**config.mk**
```make
export PLATFORM = sky130hd
export DESIGN_NAME = serial_adder
export DESIGN_NICKNAME = d
export VERILOG_FILES = /design/src/rtl/serial_adder_pkg.sv /design/src/rtl/serial_adder_fulladder.sv /design/src/rtl/serial_adder.sv
export SDC_FILE = /design/constraint.sdc
export NUM_CORES = 1
export LEC_CHECK = 0
export CAP_MARGIN = 0
export CORE_ASPECT_RATIO = 0.5
export CORE_UTILIZATION = 48
export CTS_BUF_LIST = sky130_fd_sc_hd__clkbuf_8
export DETAILED_ROUTE_END_ITERATION = 16
export PLACE_DENSITY = 0.77
export REMOVE_ABC_BUFFERS = 1
export SLEW_MARGIN = 5
export SYNTH_ARGS = -nofsm -noshare
export SYNTH_HDL_FRONTEND = slang
export SYNTH_HIERARCHICAL = 1
export SYNTH_SLANG_ARGS = --single-unit
```
**constraint.sdc**
```tcl
create_clock -name clk -period 1.35 [get_ports clk]
set_input_delay 0.27 -clock clk [delete_from_list [all_inputs] [get_ports clk]]
set_output_delay 0.27 -clock clk [all_outputs]
set_load 0.05 [all_outputs]
```
**src/rtl/serial_adder_pkg.sv**
```systemverilog
// Shared types and sizing helpers for the bit-serial adder.
// Imported by serial_adder; holds the FSM state encoding.
package serial_adder_pkg;

    typedef enum logic [1:0] {
        IDLE = 2'd0,
        RUN  = 2'd1,
        DONE = 2'd2
    } state_t;

    localparam int MIN_CNT_W = 1;

    function automatic int cnt_width(input int w);
        return (w <= 2) ? MIN_CNT_W : $clog2(w);
    endfunction

endpackage

```
**src/rtl/serial_adder_fulladder.sv**
```systemverilog
// Single-bit full-adder cell; the per-bit slice of the serial adder.
// Purely combinational.
module fulladder (
    input  logic a,
    input  logic b,
    input  logic cin,
    output logic s,
    output logic cout
);

    assign s    = a ^ b ^ cin;
    assign cout = (a & b) | (a & cin) | (b & cin);

endmodule

```
**src/rtl/serial_adder.sv**
```systemverilog
// Bit-serial WIDTH-bit adder, LSB first, with start/busy/done handshake.
// Define SERIAL_ADDER_SUB_EN to add the 'sub' port (a - b mode).
module serial_adder
    import serial_adder_pkg::*;
#(
    parameter int WIDTH = 8
) (
    input  logic             clk,
    input  logic             rst,
    input  logic             start,
    input  logic [WIDTH-1:0] a,
    input  logic [WIDTH-1:0] b,
    input  logic             cin,
`ifdef SERIAL_ADDER_SUB_EN
    input  logic             sub,
`endif
    output logic             busy,
    output logic             done,
    output logic [WIDTH-1:0] sum,
    output logic             cout
);

    localparam int            CW   = cnt_width(WIDTH);
    localparam logic [CW-1:0] LAST = CW'(WIDTH - 1);

    state_t           r_state;
    logic [WIDTH-1:0] r_sha;
    logic [WIDTH-1:0] r_shb;
    logic             r_carry;
    logic [CW-1:0]    r_cnt;
    logic [WIDTH-2:0] r_res;
    logic [WIDTH-1:0] r_sum;
    logic             r_cout;
    logic             r_busy;
    logic             r_done;

    logic             w_s;
    logic             w_c;
    logic [WIDTH-1:0] w_res_nxt;
    logic [WIDTH-1:0] w_ld_b;
    logic             w_ld_c;

`ifdef SERIAL_ADDER_SUB_EN
    // Subtract as a + ~b + 1; cout then reads as "no borrow".
    assign w_ld_b = sub ? ~b : b;
    assign w_ld_c = sub ? 1'b1 : cin;
`else
    assign w_ld_b = b;
    assign w_ld_c = cin;
`endif

    fulladder u_fa (
        .a    (r_sha[0]),
        .b    (r_shb[0]),
        .cin  (r_carry),
        .s    (w_s),
        .cout (w_c)
    );

    assign w_res_nxt = {w_s, r_res};

    always_ff @(posedge clk) begin
        if (rst) begin
            r_state <= IDLE;
            r_sha   <= '0;
            r_shb   <= '0;
            r_carry <= 1'b0;
            r_cnt   <= '0;
            r_res   <= '0;
            r_sum   <= '0;
            r_cout  <= 1'b0;
            r_busy  <= 1'b0;
            r_done  <= 1'b0;
        end else begin
            case (r_state)
                IDLE: begin
                    r_done <= 1'b0;
                    if (start) begin
                        r_sha   <= a;
                        r_shb   <= w_ld_b;
                        r_carry <= w_ld_c;
                        r_cnt   <= '0;
                        r_res   <= '0;
                        r_busy  <= 1'b1;
                        r_state <= RUN;
                    end
                end
                RUN: begin
                    r_carry <= w_c;
                    r_res   <= w_res_nxt[WIDTH-1:1];
                    r_sha   <= r_sha >> 1;
                    r_shb   <= r_shb >> 1;
                    if (r_cnt == LAST) begin
                        // Counter parks at zero so it never wraps.
                        r_cnt   <= '0;
                        r_sum   <= w_res_nxt;
                        r_cout  <= w_c;
                        r_done  <= 1'b1;
                        r_state <= DONE;
                    end else begin
                        r_cnt <= r_cnt + CW'(1);
                    end
                end
                DONE: begin
                    r_done  <= 1'b0;
                    r_busy  <= 1'b0;
                    r_state <= IDLE;
                end
                default: begin
                    r_done  <= 1'b0;
                    r_busy  <= 1'b0;
                    r_state <= IDLE;
                end
            endcase
        end
    end

    assign busy = r_busy;
    assign done = r_done;
    assign sum  = r_sum;
    assign cout = r_cout;

endmodule

```
; ---- Word-level counts from Yosys, hierarchy flattened
; Cells that the tools add are included.
[totals]
register_bits = 40
input_bits = 20
word_cells = 46
out_inout_bits = 11
[op_classes]
add_sub_neg = 1
reduce_logical = 7
n_bitwise = 8
mux = 16
n_eq_ne = 4
[ops]
columns = operator, n
row1 = $pmux 8 s2, 2
row2 = $mux 8, 2
row3 = $pmux 7 s2, 1
row4 = $reduce_and 2->1, 4
row5 = $mux 7, 1
row6 = $mux 3, 2
row7 = $pmux 3 s2, 1
row8 = $mux 2, 2
row9 = $ne 2x2->1 const B, 2
row10 = $pmux 1 s2, 2
row11 = $pmux 2 s2, 1
row12 = $add 3x1->3 const B, 1
row13 = $and 1x1->1, 3
row14 = $eq 3x3->1 const B, 1
row15 = $eq 2x1->1 const B, 1
row16 = $logic_not 2->1, 1
row17 = $mux 1, 2
row18 = $or 1x1->1, 2
row19 = $reduce_bool 2->1, 1
row20 = $reduce_or 2->1, 1
row21 = $xor 1x1->1, 2
row22 = $not 1->1, 1

; ---- Depth between registers and ports, before layout
[logic_depth]
word_depth = 4
ltp_mapped = 6
depth_no_buf = 5

; ---- Hierarchy
; The synthesis kept the hierarchy.
[by_module_without_submodules]
columns = mod, area_per_inst_um2, n_inst, cells_each, seq_area_each_um2
row1 = serial_adder, 1690.4, 1, 174, 800.8
row2 = fulladder, 20.0, 1, 1, 0.0

; ---- Least setup slack after synthesis
; Ideal clock, no wire load.
[synth_timing]
path_kind = reg2reg
start = register r_cnt[0]
end = register r_sum[4] (netlist: sum[4])
setup_time_ps = 141
t_arrival_ps = 1141
required_time_ps = 1209
path_buffers = 1
stages_incl_launch_ff = 7
setup_slack_ps = 67
synth_period_minus_slack_ps = 1283
path_cell_list = dfxtp_1 -> ha_1 -> ha_1 -> and3b_1 -> buf_2 -> nand2_1 -> a21oi_1
[synth_between]
elab_chain_cells = 2
[synth_rtl]
columns = element, line_no
row1 = from (decl), serial_adder.sv:30  ; logic [CW-1:0] r_cnt;
row2 = from (signal assigned), serial_adder.sv:101  ; r_cnt <= r_cnt + CW'(1);
row3 = $eq 3x3->1, serial_adder.sv:93  ; if (r_cnt == LAST) begin
row4 = $reduce_and 2->1 (no line), --
row5 = to (signal assigned), serial_adder.sv:96  ; r_sum <= w_res_nxt;
row6 = to (decl), serial_adder.sv:32  ; logic [WIDTH-1:0] r_sum;
; Every way passes these cells.
; A chain may end at the register's enable or synchronous reset.

; ---- Worst setup path after layout
[layout_timing]
start = register r_cnt[0]
end = register r_sum[2] (netlist: sum[2])
; The elaborated chain is that of the path after synthesis.

==> impl_metrics.csv <==
group,metric,value,unit
status,status,"completed",
clock_tree,cts.sinks,40,
drt,drc,0,
logic_synthesis,synth_ff_type,"dfxtp_1",
drt,antenna_left,0,
global_routing,grt_max_degree,33,
critical_path,start_kind,"flip-flop",
timing,drv_slew,0,
clock_tree,clockBufferDepth,2,
logic_synthesis,synth.distinct_cells,25,
placement,place.gp.congestion,0.714,
final_layout,num_antenna_cells,0,
logic_synthesis,ys_warn_count,6,
timing,period_needed,1280,ps
logic_synthesis,synth_edf_count,0,
floorplanning,start_util,53.6,%
hold_path,hp-class,"flip-flop to flip-flop",
placement,place_ws,-177,ps
clock_tree,clkSlewWorstSetupHoldPaths,70,ps
critical_path,crit_required,1530,ps
logic_synthesis,yosysSeqAreaShare,46.8,%
critical_path,crit_arrival,1470,ps
clock_tree,cts-root-buf,"clkbuf_8",
drt,vias,1385,
floorplanning,rows,14,
final_layout,nNetsFinal,233,
drt,dr.pass1.iters,4,
critical_path,endpoint_kind,"flip-flop",
floorplanning,die_h,44.2,um
logic_synthesis,synthArstFlopShare,0,%
timing,finalSetupViolations,0,
critical_path,crit_type,"flip-flop to flip-flop",
timing,period_share,95.0,%
pwr,p_total,0.00259,W
logic_synthesis,syn_area,0.00171,sq mm
pwr,p_leak,0.874,nW
final_layout,final_common_cell,"dfxtp_1",
floorplanning,die_x,86.4,um
global_routing,antenna_found_initial,0,
global_routing,grt_util_all_layers,19.1,%
timing,fin_tns_setup,0,ps
logic_synthesis,netlist_instances,175,
drt,drt_iter0_drc,80,
drt,wl,3.30,mm
final_layout,area_growth,35.8,%
placement,dp_hpwl,2.21,mm
pwr,power_density,1110,mW/mm^2
final_layout,layout-drive-gt1-share,23.3,%
clock_tree,postCtsHoldBufs,0,
logic_synthesis,synth_seq_cells,40,
floorplanning,coreArea,0.00319,sq mm
pwr,ir_worst_vdd,0.823,mV
clock_tree,cts_setup_buffers,0,
global_routing,grt_first_pass_wirelength,5.42,mm
floorplanning,pin_count,31,
drt,vias_per_cell,5.37,
global_routing,overflow,0,
floorplanning,die-area,0.00382,sq mm
logic_synthesis,avgSynthCellArea,9.77,sq um
clock_tree,numCtsBuffers,5,
timing,skew,6.86,ps
drt,wl_per_cell,12.8,um
timing,worst_pin_slew,416,ps
global_routing,grt_pass1_vias,1243,
clock_tree,cts_tree,"done",
clock_tree,htree_num_levels,2,
timing,max_slew_margin,71.9,%
timing,hold_violations,0,
flow_run,drv_cap,0,
critical_path,worstPathMaxFanout,5,
placement,port_buffers,30,
timing,rsz0062_at_grt,"yes",
clock_tree,clock_latency,290,ps
timing,timing.fmax,0.779,GHz
timing,worst_slack,66.9,ps
final_layout,final_cell_mix,"dfxtp_1, nor2_1, clkdlybuf4s50_1",
==> metrics by stage <==
| step | area [sq um] | utilization, % | cells | hold slack (ps) |
|---|---|---|---|---|
| 3_5_place_dp | 2200 | 69.0 | 249 | 455 |
| 4_1_cts | 2310 | 72.5 | 257 | 468 |
| 3_3_place_gp | 2200 | 69.0 | 249 | 446 |
| 2_1_floorplan | 1620 | - | 161 | 335 |
| 5_1_grt | 2320 | 72.9 | 258 | 483 |
| 6_report | 2320 | 72.9 | 258 | 465 |
==> flip-flops by register name (all words and copies together) (netlist names), 2 cells and up <==
signal / count
r_cnt: 3
r_res: 7
r_sha: 8
r_shb: 8
r_state: 2
sum: 8
==> critical path, stage by stage (launching register included) <==
cell and delay (ps):
dfxtp_1 320, ha_1 210, ha_1 230, and3b_2 270
nand2_1 70, a21oi_1 60
==> metal layers <==
metal	global-route usage [%]	part of all wire, %
met4	9.00	1.7
met5	0	0
met3	6.16	5.4
met1	22.3	45
met2	33.0	47
==> layout make-up <==
cell class | instances | area, sq um
well taps | 48 | 60.1
repair buffers | 40 | 523
inverters | 1 | 3.75
fillers | 246 | 865
clock buffers | 5 | 68.8
flip-flops and latches | 40 | 802
multi-input cells | 121 | 827
clock inverters | 3 | 38.8
==> cell usage after synthesis (3+ instances only) <==
cell type | number | area, sq um
buf_2 | 5 | 25.0
a22oi_1 | 12 | 90.1
nor4_2 | 4 | 50.1
a211oi_2 | 11 | 138
ha_1 | 3 | 37.5
a21oi_1 | 10 | 50.1
nand2_1 | 18 | 67.6
buf_6 | 4 | 45.0
mux2i_1 | 11 | 110
nor2_1 | 33 | 124
nor3_1 | 4 | 20.0
dfxtp_1 | 40 | 801
nor4b_1 | 4 | 35.0
==> report_power, final <==
part | switching, W | leakage, nW | total [W] | internal, W
Clock | 0.000402 | 0.0593 | 0.000943 | 0.000541
Combinational | 0.000177 | 0.487 | 0.000369 | 0.000192
Sequential | 0.0000389 | 0.327 | 0.00128 | 0.00124
Total | 0.000618 | 0.874 | 0.00259 | 0.00197
==> path summary, 6_finish.rpt <==
kind | from | to | slack, ps | depth (start not counted)
setup reg to reg | r_cnt[0] | sum[2] | 70 | 5
setup / recovery | r_cnt[0] | sum[2] | 70 | 5
hold reg to reg | r_res[0] | sum[0] | 470 | 2
hold / removal | r_res[0] | sum[0] | 470 | 2
==> kinds of logic (layout without fill, tap and decap cells) <==
kind of cell | after synthesis | count (layout) | synth area share, %
AO/OA/AOI/OAI | 35 | 35 | 17.3
adder cells (fa/ha/maj) | 4 | 4 | 3.37
buffers and inverters | 15 | 49 | 5.63
flip-flops | 40 | 40 | 46.8
multiplexers | 11 | 11 | 6.44
AND/OR/NAND/NOR | 70 | 71 | 20.5
==> timing repair <==
| item | in CTS | in global routing |
|---|---|---|
| gates resized for setup | 2 | 3 |
| endpoints found under the setup margin | 19 | 14 |
| gates cloned | 0 | 1 |
Note: power is estimated with default switching activity, not from simulation.
